File: src/rtl/spi_peripheral_if.sv
// Bus bundle for the SPI peripheral: SPI pins, receive reporting, transmit holding
// register handshake, and FSM state for observation.
//
// Transmit handshake: a byte transfers on a clock edge where tx_write=1 and
// tx_ready=1. tx_write while tx_ready=0 is dropped, and tx_data is not retained.
// tx_ready stays low until the held byte is loaded into the shifter.
// rx_valid is a one-cycle strobe with no backpressure.
interface spi_peripheral_if;
  logic       sclk;
  logic       pico;
  logic       cs;
  logic       poci;
  logic [7:0] rx_data;
  logic       rx_valid;
  logic [7:0] tx_data;
  logic       tx_write;
  logic       tx_ready;
  logic       busy;
  logic [0:0] state_dbg;

  modport slave (
    input  sclk, pico, cs, tx_data, tx_write,
    output poci, rx_data, rx_valid, tx_ready, busy, state_dbg
  );

  modport master (
    output sclk, pico, cs, tx_data, tx_write,
    input  poci, rx_data, rx_valid, tx_ready, busy, state_dbg
  );
endinterface

File: src/rtl/spi_peripheral.sv
// SPI target endpoint: oversampled sclk/pico/cs, full-duplex MSB-first 8-bit frames,
// one-byte transmit holding register, single-cycle receive strobe.
module spi_peripheral #(
  parameter bit CPOL        = 1'b0,
  parameter bit CPHA        = 1'b0,
  parameter int SYNC_STAGES = 2     // must be at least 2
) (
  input logic              clock,
  input logic              reset,
  spi_peripheral_if.slave  bus
);

  localparam logic [0:0] IDLE  = 1'b0;
  localparam logic [0:0] SHIFT = 1'b1;

  logic [SYNC_STAGES-1:0] sclk_sync, cs_sync, pico_sync;
  logic                   sclk_d, cs_d;
  logic                   sclk_s, cs_s, pico_s;

  logic [0:0] state;
  logic [2:0] bit_count;
  logic [6:0] rx_shift;
  logic [7:0] tx_shift;
  logic [7:0] tx_hold;
  logic       tx_pending;
  logic       load_due;    // 8th sample seen; the next shift edge starts a new byte
  logic       poci_q;
  logic [7:0] rx_data_q;
  logic       rx_valid_q;

  logic sclk_rise, sclk_fall, lead_edge, trail_edge, active;
  logic sample_edge, shift_edge, cs_fall, cs_rise, byte_load, tx_accept;
  logic [7:0] load_byte, shift_src;

  assign sclk_s = sclk_sync[SYNC_STAGES-1];
  assign cs_s   = cs_sync[SYNC_STAGES-1];
  assign pico_s = pico_sync[SYNC_STAGES-1];

  // Input synchronisers plus one delay flop for sclk and cs edge detection
  always_ff @(posedge clock) begin
    if (reset) begin
      sclk_sync <= {SYNC_STAGES{CPOL}};
      cs_sync   <= '1;
      pico_sync <= '0;
      sclk_d    <= CPOL;
      cs_d      <= 1'b1;
    end else begin
      sclk_sync <= {sclk_sync[SYNC_STAGES-2:0], bus.sclk};
      cs_sync   <= {cs_sync[SYNC_STAGES-2:0], bus.cs};
      pico_sync <= {pico_sync[SYNC_STAGES-2:0], bus.pico};
      sclk_d    <= sclk_s;
      cs_d      <= cs_s;
    end
  end

  // Edge classification; sclk edges only count inside an active frame
  always_comb begin
    sclk_rise   = sclk_s & ~sclk_d;
    sclk_fall   = ~sclk_s & sclk_d;
    lead_edge   = CPOL ? sclk_fall : sclk_rise;
    trail_edge  = CPOL ? sclk_rise : sclk_fall;
    active      = (state == SHIFT) && !cs_s;
    sample_edge = active && (CPHA ? trail_edge : lead_edge);
    shift_edge  = active && (CPHA ? lead_edge : trail_edge);
    cs_fall     = (state == IDLE) && cs_d && !cs_s;
    cs_rise     = (state == SHIFT) && cs_s;
    byte_load   = cs_fall || (shift_edge && load_due);
    load_byte   = tx_pending ? tx_hold : 8'h00;
    shift_src   = (shift_edge && load_due) ? load_byte : tx_shift;
    tx_accept   = bus.tx_write && !tx_pending;
  end

  // Holding register: a load empties it first, so a write in a load cycle
  // with nothing pending stays pending for the following byte
  always_ff @(posedge clock) begin
    if (reset) begin
      tx_pending <= 1'b0;
      tx_hold    <= 8'h00;
    end else if (byte_load && tx_pending) begin
      tx_pending <= 1'b0;
    end else if (tx_accept) begin
      tx_pending <= 1'b1;
      tx_hold    <= bus.tx_data;
    end
  end

  // Frame FSM with transmit/receive shifters; tx_shift holds the bits still to send
  always_ff @(posedge clock) begin
    if (reset) begin
      state      <= IDLE;
      bit_count  <= 3'd0;
      rx_shift   <= 7'd0;
      tx_shift   <= 8'h00;
      load_due   <= 1'b0;
      poci_q     <= 1'b0;
      rx_data_q  <= 8'h00;
      rx_valid_q <= 1'b0;
    end else begin
      rx_valid_q <= 1'b0;
      if (cs_fall) begin
        state     <= SHIFT;
        bit_count <= 3'd0;
        rx_shift  <= 7'd0;
        load_due  <= 1'b0;
        if (CPHA) begin
          tx_shift <= load_byte;
        end else begin
          tx_shift <= {load_byte[6:0], 1'b0};
          poci_q   <= load_byte[7];
        end
      end else if (cs_rise) begin
        state     <= IDLE;
        bit_count <= 3'd0;
        rx_shift  <= 7'd0;
        load_due  <= 1'b0;
        poci_q    <= 1'b0;
      end else begin
        if (shift_edge) begin
          poci_q   <= shift_src[7];
          tx_shift <= {shift_src[6:0], 1'b0};
          load_due <= 1'b0;
        end
        if (sample_edge) begin
          rx_shift  <= {rx_shift[5:0], pico_s};
          bit_count <= bit_count + 3'd1;
          if (bit_count == 3'd7) begin
            rx_data_q  <= {rx_shift, pico_s};
            rx_valid_q <= 1'b1;
            load_due   <= 1'b1;
          end
        end
      end
    end
  end

  assign bus.poci      = poci_q;
  assign bus.rx_data   = rx_data_q;
  assign bus.rx_valid  = rx_valid_q;
  assign bus.tx_ready  = ~tx_pending;
  assign bus.busy      = ~cs_s;
  assign bus.state_dbg = state;

endmodule
File: src/flat_wrapper.sv
// flat-port wrapper written by rule: the top's interface ports become plain ports
module spi_peripheral_flat 
#(
  parameter bit CPOL        = 1'b0,
  parameter bit CPHA        = 1'b0,
  parameter int SYNC_STAGES = 2                          
)
  (clock, reset, bus_sclk, bus_pico, bus_cs, bus_tx_data, bus_tx_write, bus_poci, bus_rx_data, bus_rx_valid, bus_tx_ready, bus_busy, bus_state_dbg);
  spi_peripheral_if bus_i ();
  input logic clock;
  input logic reset;
  input wire logic [$bits(bus_i.sclk)-1:0] bus_sclk;
  input wire logic [$bits(bus_i.pico)-1:0] bus_pico;
  input wire logic [$bits(bus_i.cs)-1:0] bus_cs;
  input wire logic [$bits(bus_i.tx_data)-1:0] bus_tx_data;
  input wire logic [$bits(bus_i.tx_write)-1:0] bus_tx_write;
  output wire logic [$bits(bus_i.poci)-1:0] bus_poci;
  output wire logic [$bits(bus_i.rx_data)-1:0] bus_rx_data;
  output wire logic [$bits(bus_i.rx_valid)-1:0] bus_rx_valid;
  output wire logic [$bits(bus_i.tx_ready)-1:0] bus_tx_ready;
  output wire logic [$bits(bus_i.busy)-1:0] bus_busy;
  output wire logic [$bits(bus_i.state_dbg)-1:0] bus_state_dbg;
  assign bus_i.sclk = bus_sclk;
  assign bus_i.pico = bus_pico;
  assign bus_i.cs = bus_cs;
  assign bus_i.tx_data = bus_tx_data;
  assign bus_i.tx_write = bus_tx_write;
  assign bus_poci = bus_i.poci;
  assign bus_rx_data = bus_i.rx_data;
  assign bus_rx_valid = bus_i.rx_valid;
  assign bus_tx_ready = bus_i.tx_ready;
  assign bus_busy = bus_i.busy;
  assign bus_state_dbg = bus_i.state_dbg;
  spi_peripheral #(.CPOL(CPOL), .CPHA(CPHA), .SYNC_STAGES(SYNC_STAGES)) u_core (.clock(clock), .reset(reset), .bus(bus_i));
endmodule
File: config.mk
export PLATFORM = sky130hd
export DESIGN_NAME = spi_peripheral_flat
export DESIGN_NICKNAME = d
export VERILOG_FILES = /design/src/rtl/spi_peripheral_if.sv /design/src/rtl/spi_peripheral.sv /design/src/flat_wrapper.sv
export SDC_FILE = /design/constraint.sdc
export NUM_CORES = 1
export LEC_CHECK = 0
export ABC_AREA = 1
export CORE_MARGIN = 5
export CORE_UTILIZATION = 53
export DETAILED_ROUTE_END_ITERATION = 6
export PLACE_DENSITY = 0.78
export SLEW_MARGIN = 20
export SYNTH_ARGS = -nofsm -noshare
export SYNTH_HDL_FRONTEND = slang
export SYNTH_SLANG_ARGS = --single-unit
File: constraint.sdc
create_clock -name clock -period 1.73 [get_ports clock]
set_clock_uncertainty 0.05 [all_clocks]
set_input_delay 0.2595 -clock clock [delete_from_list [all_inputs] [get_ports clock]]
set_output_delay 0.2595 -clock clock [all_outputs]
set_load 0.02 [all_outputs]
# Word level (Yosys, flattened, before mapping)
# Cells that the tools add are included.
totals:
  register_bits: 46
  in_bits: 14
  output_inout_bits: 13
  word_cells: 64
op_classes:
  n_addsub: 1
  eq_ne: 2
  muxes: 14
  bitwise: 11
  n_reduce_logical: 21
ops:
  columns: ["cell", "count"]
  rows:
  - ["$mux W8", 5]
  - ["$logic_and A1 B1 Y1", 9]
  - ["$mux W1", 9]
  - ["$not A1 Y1", 9]
  - ["$reduce_and A2 Y1", 2]
  - ["$reduce_and A4 Y1", 1]
  - ["$reduce_bool A2 Y1", 2]
  - ["$reduce_or A4 Y1", 1]
  - ["$add A3 B1 Y3 const B", 1]
  - ["$eq A3 B3 Y1 const B", 1]
  - ["$reduce_bool A3 Y1", 1]
  - ["$reduce_or A3 Y1", 1]
  - ["$and A1 B1 Y1", 2]
  - ["$logic_not A1 Y1", 2]
  - ["$ne A2 B1 Y1 const B", 1]
  - ["$reduce_or A2 Y1", 1]
  - ["$logic_or A1 B1 Y1", 1]

# Depth between registers and ports, before layout
# Gate-level depths: netlist of run 1.
logic_depth:
  ltp_word: 8
  depth_mapped: 9
  depth_no_buf: 8

# Worst setup path before layout of run 1
# No wires, ideal clock.
synth_timing:
  path_kind: "register to register"
  startpoint: "register u_core.bit_count[0]"
  endpoint: "register u_core.rx_data_q[1], in the netlist u_core.bus.rx_data[1]"
  setup_ns: 0.132
  t_arrival_ns: 1.115
  required_time_ns: 1.548
  slack_ns: 0.433
  stages_incl_launch_ff: 7
  n_path_buf: 1
  synth_period_minus_slack_ns: 1.297
  path_cell_list: "dfxtp_1 -> ha_1 -> ha_1 -> clkbuf_1 -> nand2_4 -> nand2_1 -> a21oi_1"
synth_via:
  elab_chain_len: 2
synth_rtl:
  columns: ["item", "line_no", "source"]
  rows:
  - ["start, declared", "spi_peripheral.sv:21", "logic [2:0] bit_count;"]
  - ["start signal, assigned", "spi_peripheral.sv:125", "bit_count <= bit_count + 3'd1;"]
  - ["$eq A3 B3 Y1", "spi_peripheral.sv:126", "if (bit_count == 3'd7) begin"]
  - ["$reduce_and A4 Y1 (no source line)", null, null]
  - ["end signal, assigned", "spi_peripheral.sv:127", "rx_data_q <= {rx_shift, pico_s};"]
  - ["end, declared", "spi_peripheral.sv:28", "logic [7:0] rx_data_q;"]
# No other way between the ends.
# A chain may end at the register's enable or synchronous reset.

# Final worst setup path of run 1
layout_timing:
  startpoint: "register u_core.tx_pending"
  endpoint: "output bus_tx_ready"
layout_via:
  elab_chain_len: 1
layout_rtl:
  columns: ["item", "line_no", "source"]
  rows:
  - ["start, declared", "spi_peripheral.sv:25", "logic tx_pending;"]
  - ["start signal, assigned", "spi_peripheral.sv:77", "tx_pending <= 1'b0;"]
  - ["start signal, assigned", "spi_peripheral.sv:80", "tx_pending <= 1'b0;"]
  - ["start signal, assigned", "spi_peripheral.sv:82", "tx_pending <= 1'b1;"]
  - ["$not A1 Y1", "spi_peripheral.sv:139", "assign bus.tx_ready = ~tx_pending;"]
  - ["end, declared", "flat_wrapper.sv:20", "output wire logic [$bits(bus_i.tx_ready)-1:0] bus_tx_ready;"]
# No other way between the ends.

==> results of run 1 <==
flip-flops by register name, summed over array words and instances (netlist names), 2 cells and up:
signal              cells
u_core.bit_count        3
u_core.bus.rx_data      8
u_core.cs_sync          2
u_core.pico_sync        2
u_core.tx_shift         7
u_core.rx_shift         7
u_core.sclk_sync        2
u_core.tx_hold          8
worst paths after layout:
check / startpoint / to / cells after the start
worst min register to register: u_core.sclk_sync[0]$_SDFF_PP0_ / u_core.sclk_sync[1]$_SDFF_PP0_ / 2
worst min-delay path: bus_pico / u_core.pico_sync[0]$_SDFF_PP0_ / 3
worst max-delay path: u_core.tx_pending$_SDFFE_PP0P_ / bus_tx_ready / 2
worst max register to register: u_core.bit_count[0]$_SDFFE_PP0P_ / u_core.bus.rx_data[6]$_SDFFE_PP0P_ / 5
per-stage QoR:
step | setup WS (ns) | cell area, um2
after detailed placement | 0.240 | 2140
after global placement | 0.292 | 2140
after CTS | 0.0332 | 2210
final | 0.0490 | 2210
after global routing | 0.000212 | 2210
after floorplan | 0.433 | 1850
what timing repair did:
item / 4_1_cts / 5_1_grt
resized for setup: 2 / 0
endpoints found under the setup margin: 2 / 0
setup buffers: 0 / 0
critical path, stage by stage, from the launching register on:
cell and delay [ns]:
dfxtp_1 0.34, inv_1 0.07, clkdlybuf4s50_1 0.60
kinds of logic (layout without fill, tap and decap cells):
logic type      count (synthesis)  in the layout
simple gates                  106            106
xor+xnor                        1              1
flops                          46             46
compound gates                 44             44
fa+ha+maj                       2              2
buf+inv                        31             59
layout make-up:
cell class / instances / area share
clock inverters: 3 / 0.0198
well taps: 46 / 0.0260
inverters: 21 / 0.0356
flip-flops and latches: 46 / 0.416
clock buffers: 5 / 0.0169
repair buffers: 30 / 0.130
multi-input cells: 153 / 0.356
synth_stat cells:
master,instances
clkbuf_2,1
nand2_1,45
clkbuf_1,2
a21oi_1,22
or2_2,2
nor2_1,25
buf_6,2
o21ai_2,1
buf_2,3
nand3_4,1
nor2_4,1
nand2_4,4
o21ai_1,5
nor2_2,2
inv_2,4
o21ai_0,10
xnor2_1,1
nor3_4,1
nand3_1,24
inv_1,17
a21oi_2,6
ha_1,2
nand3_2,1
buf_4,2
dfxtp_1,46
per-layer routing:
layer | vias up | share of wire | routed length [um]
met4 | 0 | 0.017 | 57
met3 | 6 | 0.060 | 206
met5 | - | 0 | 0
li1 | 795 | - | -
met1 | 703 | 0.51 | 1770
met2 | 35 | 0.41 | 1410
power groups by stage:
stage          combinational (uW)  sequential (uW)  clock [uW]
2_1_floorplan                99.4             1130           0
3_3_place_gp                  154             1130           0
3_5_place_dp                  157             1140           0
4_1_cts                       157             1110         671
5_1_grt                       174             1120         718
6_report                      156             1110         668
==> results.cfg, run 1 <==
[power_and_ir_drop]
power_switching_uw = 466
p_comb_frac = 0.080
peakVddDrop_v = 0.000635
leakage_uw = 0.000902
netSwitchingFraction = 0.241
p_total_uw = 1940
power_frac_clock = 0.345
p_int_uw = 1470
power_density_nw_per_um2 = 875
seq_power_share = 0.575

[logic_synthesis]
synth.distinct_cells = 25
synth_adder_area_share = 0.0135
netlist.area_leader.share = 0.497
yosys.area.top_type = dfxtp_1
yosysSeqAreaShare = 0.497
yosys_warnings = 0
ys_seq_elements = 46
synthSimpleGateAreaFrac = 0.274
synth-compound-area-share = 0.133
synthMuxAreaShare = 0
synth_fp_nets = 246
post_synth.cell_area_avg_um2 = 8.06
netlist_top_cells_area = dfxtp_1 50%, nand2_1 9.1%, nand3_1 6.5%
postSynthCellCount = 230
mappedNetlistArea_um2 = 1850
synth_xor_area_frac = 0.00473
synth_top_family_by_area = simple AND/OR/NAND/NOR gates

[grt]
grtUsageMet2 = 0.201
grt_max_degree = 21
antenna_found_initial = 0
met1_usage = 0.210
grt_overflow = 0
globalRouteTotalUtil = 0.148
top_usage_layer = met1
grt_pass1_vias = 1277
grt_pass1_wl_um = 5770
met3_usage = 0.0392

[die]
die_x_um = 69.1
num_rows = 21
die_h_um = 69.1
ios = 27
initial_core_util = 0.551
die_area_um2 = 4780
core-area_um2 = 3360

[sta]
hold_viol = 0
setup_viol = 0
rsz0062_at_grt = no
hold_slack_ns = 0.343
tightestPinTransition_ns = 0.374
period_needed_ns = 1.68
fin_crit_sh = 0.972
setup_tns_ns = 0
finalMaxSlewViolations = 0
fmax_ghz = 0.595
slew_headroom = 0.751

[place]
dpl.cell_count = 296
dp_hpwl_um = 2440
gp_congestion = 0.832
io_buffers = 26

[finish]
multiInputGateArea_um2 = 788
antenna_cells = 0
syn_to_final_growth_pct = 19.5
fin_cells = 304
fin_util = 0.658
register_area_um2 = 921
final_cell_mix = 46 x dfxtp_1, 45 x nand2_1, 25 x nor2_1, 24 x nand3_1, 24 x clkdlybuf4s50_1
nets = 273
drive_above_1_share = 0.136
final_common_cell = dfxtp_1
fillers = 314

[clocking]
clockRootBuffer = clkbuf_4
ctsHoldBuffers = 0
cts_tree = built
cts_htree_levels = 2
cts_buffers = 5
clock_latency_ns = 0.38
cts.path.max_buffers = 2
cts_sinks = 46
path_clk_slew_ns = 0.13

[run]
maxCapViolations = 0

[critical_path]
crit_path_end_kind = output port
worstPathArrival_ns = 1.37
start_kind = register
crit_required_ns = 1.42
reg2reg_slack_ns = 0.34
cp_max_fo = 2
crit_type = register to output port

[detailed_routing]
ant_nets = 0
wire_per_inst_um = 11.3
drt-initial-drc-count = 99
vias = 1539
vias_per_cell = 5.06
first_pass_iters = 4
drt_wl_total_um = 3440
drt_drc_violations_left = 0

[run_status]
status = finished, final reports clean

[hold_path]
hp-class = input pin to register
No activity file was read; power rests on OpenSTA's default activity.
==> run 2, diff against run 1 <==
Settings changed: CORE_UTILIZATION 53 to 57, PLACE_DENSITY 0.78 to 0.83.
Clock period 1.73 ns to 2.1 ns, I/O delays scaled along.
==> results.cfg, run 2 (synthesis results as in run 1) <==
[run_status]
status = finished, final reports clean

[finish]
nets = 272
final_cell_mix = 46 x dfxtp_1, 45 x nand2_1, 26 x clkdlybuf4s50_1, 25 x nor2_1, 24 x nand3_1
final_common_cell = dfxtp_1
register_area_um2 = 921
antenna_cells = 0
fillers = 264
design_area_um2 = 2240
fin_cells = 301
multiInputGateArea_um2 = 788
drive_above_1_share = 0.132
syn_to_final_growth_pct = 20.7

[place]
io_buffers = 26
gp_congestion = 0.771
dp_hpwl_um = 2330
placed_cell_area_um2 = 2130
dpl.cell_count = 293
place_ws_ns = 0.553

[sta]
slew_headroom = 0.587
finalMaxSlewViolations = 0
setup_viol = 0
rsz0062_at_grt = no
hold_viol = 0
fmax_ghz = 0.534
worst_slack_ns = 0.228
setup_tns_ns = 0
period_needed_ns = 1.87
hold_slack_ns = 0.363
fin_crit_sh = 0.891
tightestPinTransition_ns = 0.617

[power_and_ir_drop]
p_comb_frac = 0.072
netSwitchingFraction = 0.211
power_switching_uw = 363
power_frac_clock = 0.395
p_int_uw = 1360
seq_power_share = 0.533
leakage_uw = 0.000902
peakVddDrop_v = 0.000699
power_density_nw_per_um2 = 770

[detailed_routing]
first_pass_iters = 4
drt_wl_total_um = 3290
drt_drc_violations_left = 0
wire_per_inst_um = 10.9
vias_per_cell = 4.84
ant_nets = 0
drt-initial-drc-count = 86
vias = 1457

[critical_path]
crit_buf_inv = 2
slowest_delay_ns = 0.55
crit_type = register to output port
critPathTopFamily = buffers and inverters
crit_path_end_kind = output port
start_kind = register
crit_required_ns = 1.74
worstPathArrival_ns = 1.51
worstPathCellList = inv_1, clkdlybuf4s50_1
cp_max_fo = 11
cpMaxStageDelayCell = clkdlybuf4s50_1

[die]
initial_core_util = 0.602
die_x_um = 67.0
die_area_um2 = 4490
core-area_um2 = 3080
die_h_um = 67.0
ios = 27
num_rows = 20

[grt]
grt_pass1_wl_um = 5680
globalRouteTotalUtil = 0.168
grt_max_degree = 18
antenna_found_initial = 0
grt_pass1_vias = 1330
grt_overflow = 0

[clocking]
clock_latency_ns = 0.36
ctsHoldBuffers = 0
cts_setup_buffers = 0
clockRootBuffer = clkbuf_4
cts_buffers = 5
cts.path.max_buffers = 2
cts_sinks = 46
cts.repair.resized = 0
cts_tree = built
cts_htree_levels = 2
path_clk_slew_ns = 0.13

[run]
maxCapViolations = 0

[hold_path]
hp-class = register to register
run 2: tightest hold or removal path, cell delays in order (launching register included):
cell     delay, ns
dfxtp_1       0.32
inv_1         0.04
nor2_1        0.03
run 2: final timing paths:
check,startpoint,to,slack (ns),depth (start not counted)
max,u_core.tx_pending$_SDFFE_PP0P_,bus_tx_ready,0.23,2
min,u_core.sclk_sync[0]$_SDFF_PP0_,u_core.sclk_sync[1]$_SDFF_PP0_,0.36,2
max reg2reg,u_core.cs_sync[1]$_SDFF_PP1_,u_core.rx_shift[4]$_SDFFE_PP0P_,0.52,6
min reg2reg,u_core.sclk_sync[0]$_SDFF_PP0_,u_core.sclk_sync[1]$_SDFF_PP0_,0.36,2
run 2: power by group through the flow:
stage               Sequential (uW)  Clock (uW)  Combinational, uW
CTS                             919         689                125
global route                    923         728                141
floorplan                       934           0               81.9
global placement                937           0                121
detailed placement              938           0                123
finish                          919         681                124
run 2: per-stage QoR:
| step | util | total power (uW) |
|---|---|---|
| after floorplan | - | 1020 |
| after global placement | 0.691 | 1060 |
| after detailed placement | 0.691 | 1060 |
| after CTS | 0.727 | 1730 |
| after global routing | 0.727 | 1790 |
| final | 0.727 | 1720 |
run 2: area by class of cell:
| class | count | area share |
|---|---|---|
| Sequential cell | 46 | 0.412 |
| Multi-Input combinational cell | 153 | 0.352 |
| Timing Repair Buffer | 29 | 0.126 |
| Inverter | 21 | 0.0352 |
| Clock inverter | 2 | 0.0268 |
| Tap cell | 44 | 0.0246 |
| Clock buffer | 6 | 0.0229 |
run 2: routing by layer:
metal	global-route usage	wire (um)	up-vias	part of all wire
met2	0.238	1340	27	0.41
met5	0	0	-	0
met3	0.0556	150	9	0.046
met4	0.0785	70	0	0.021
li1	-	-	788	-
met1	0.228	1730	633	0.53
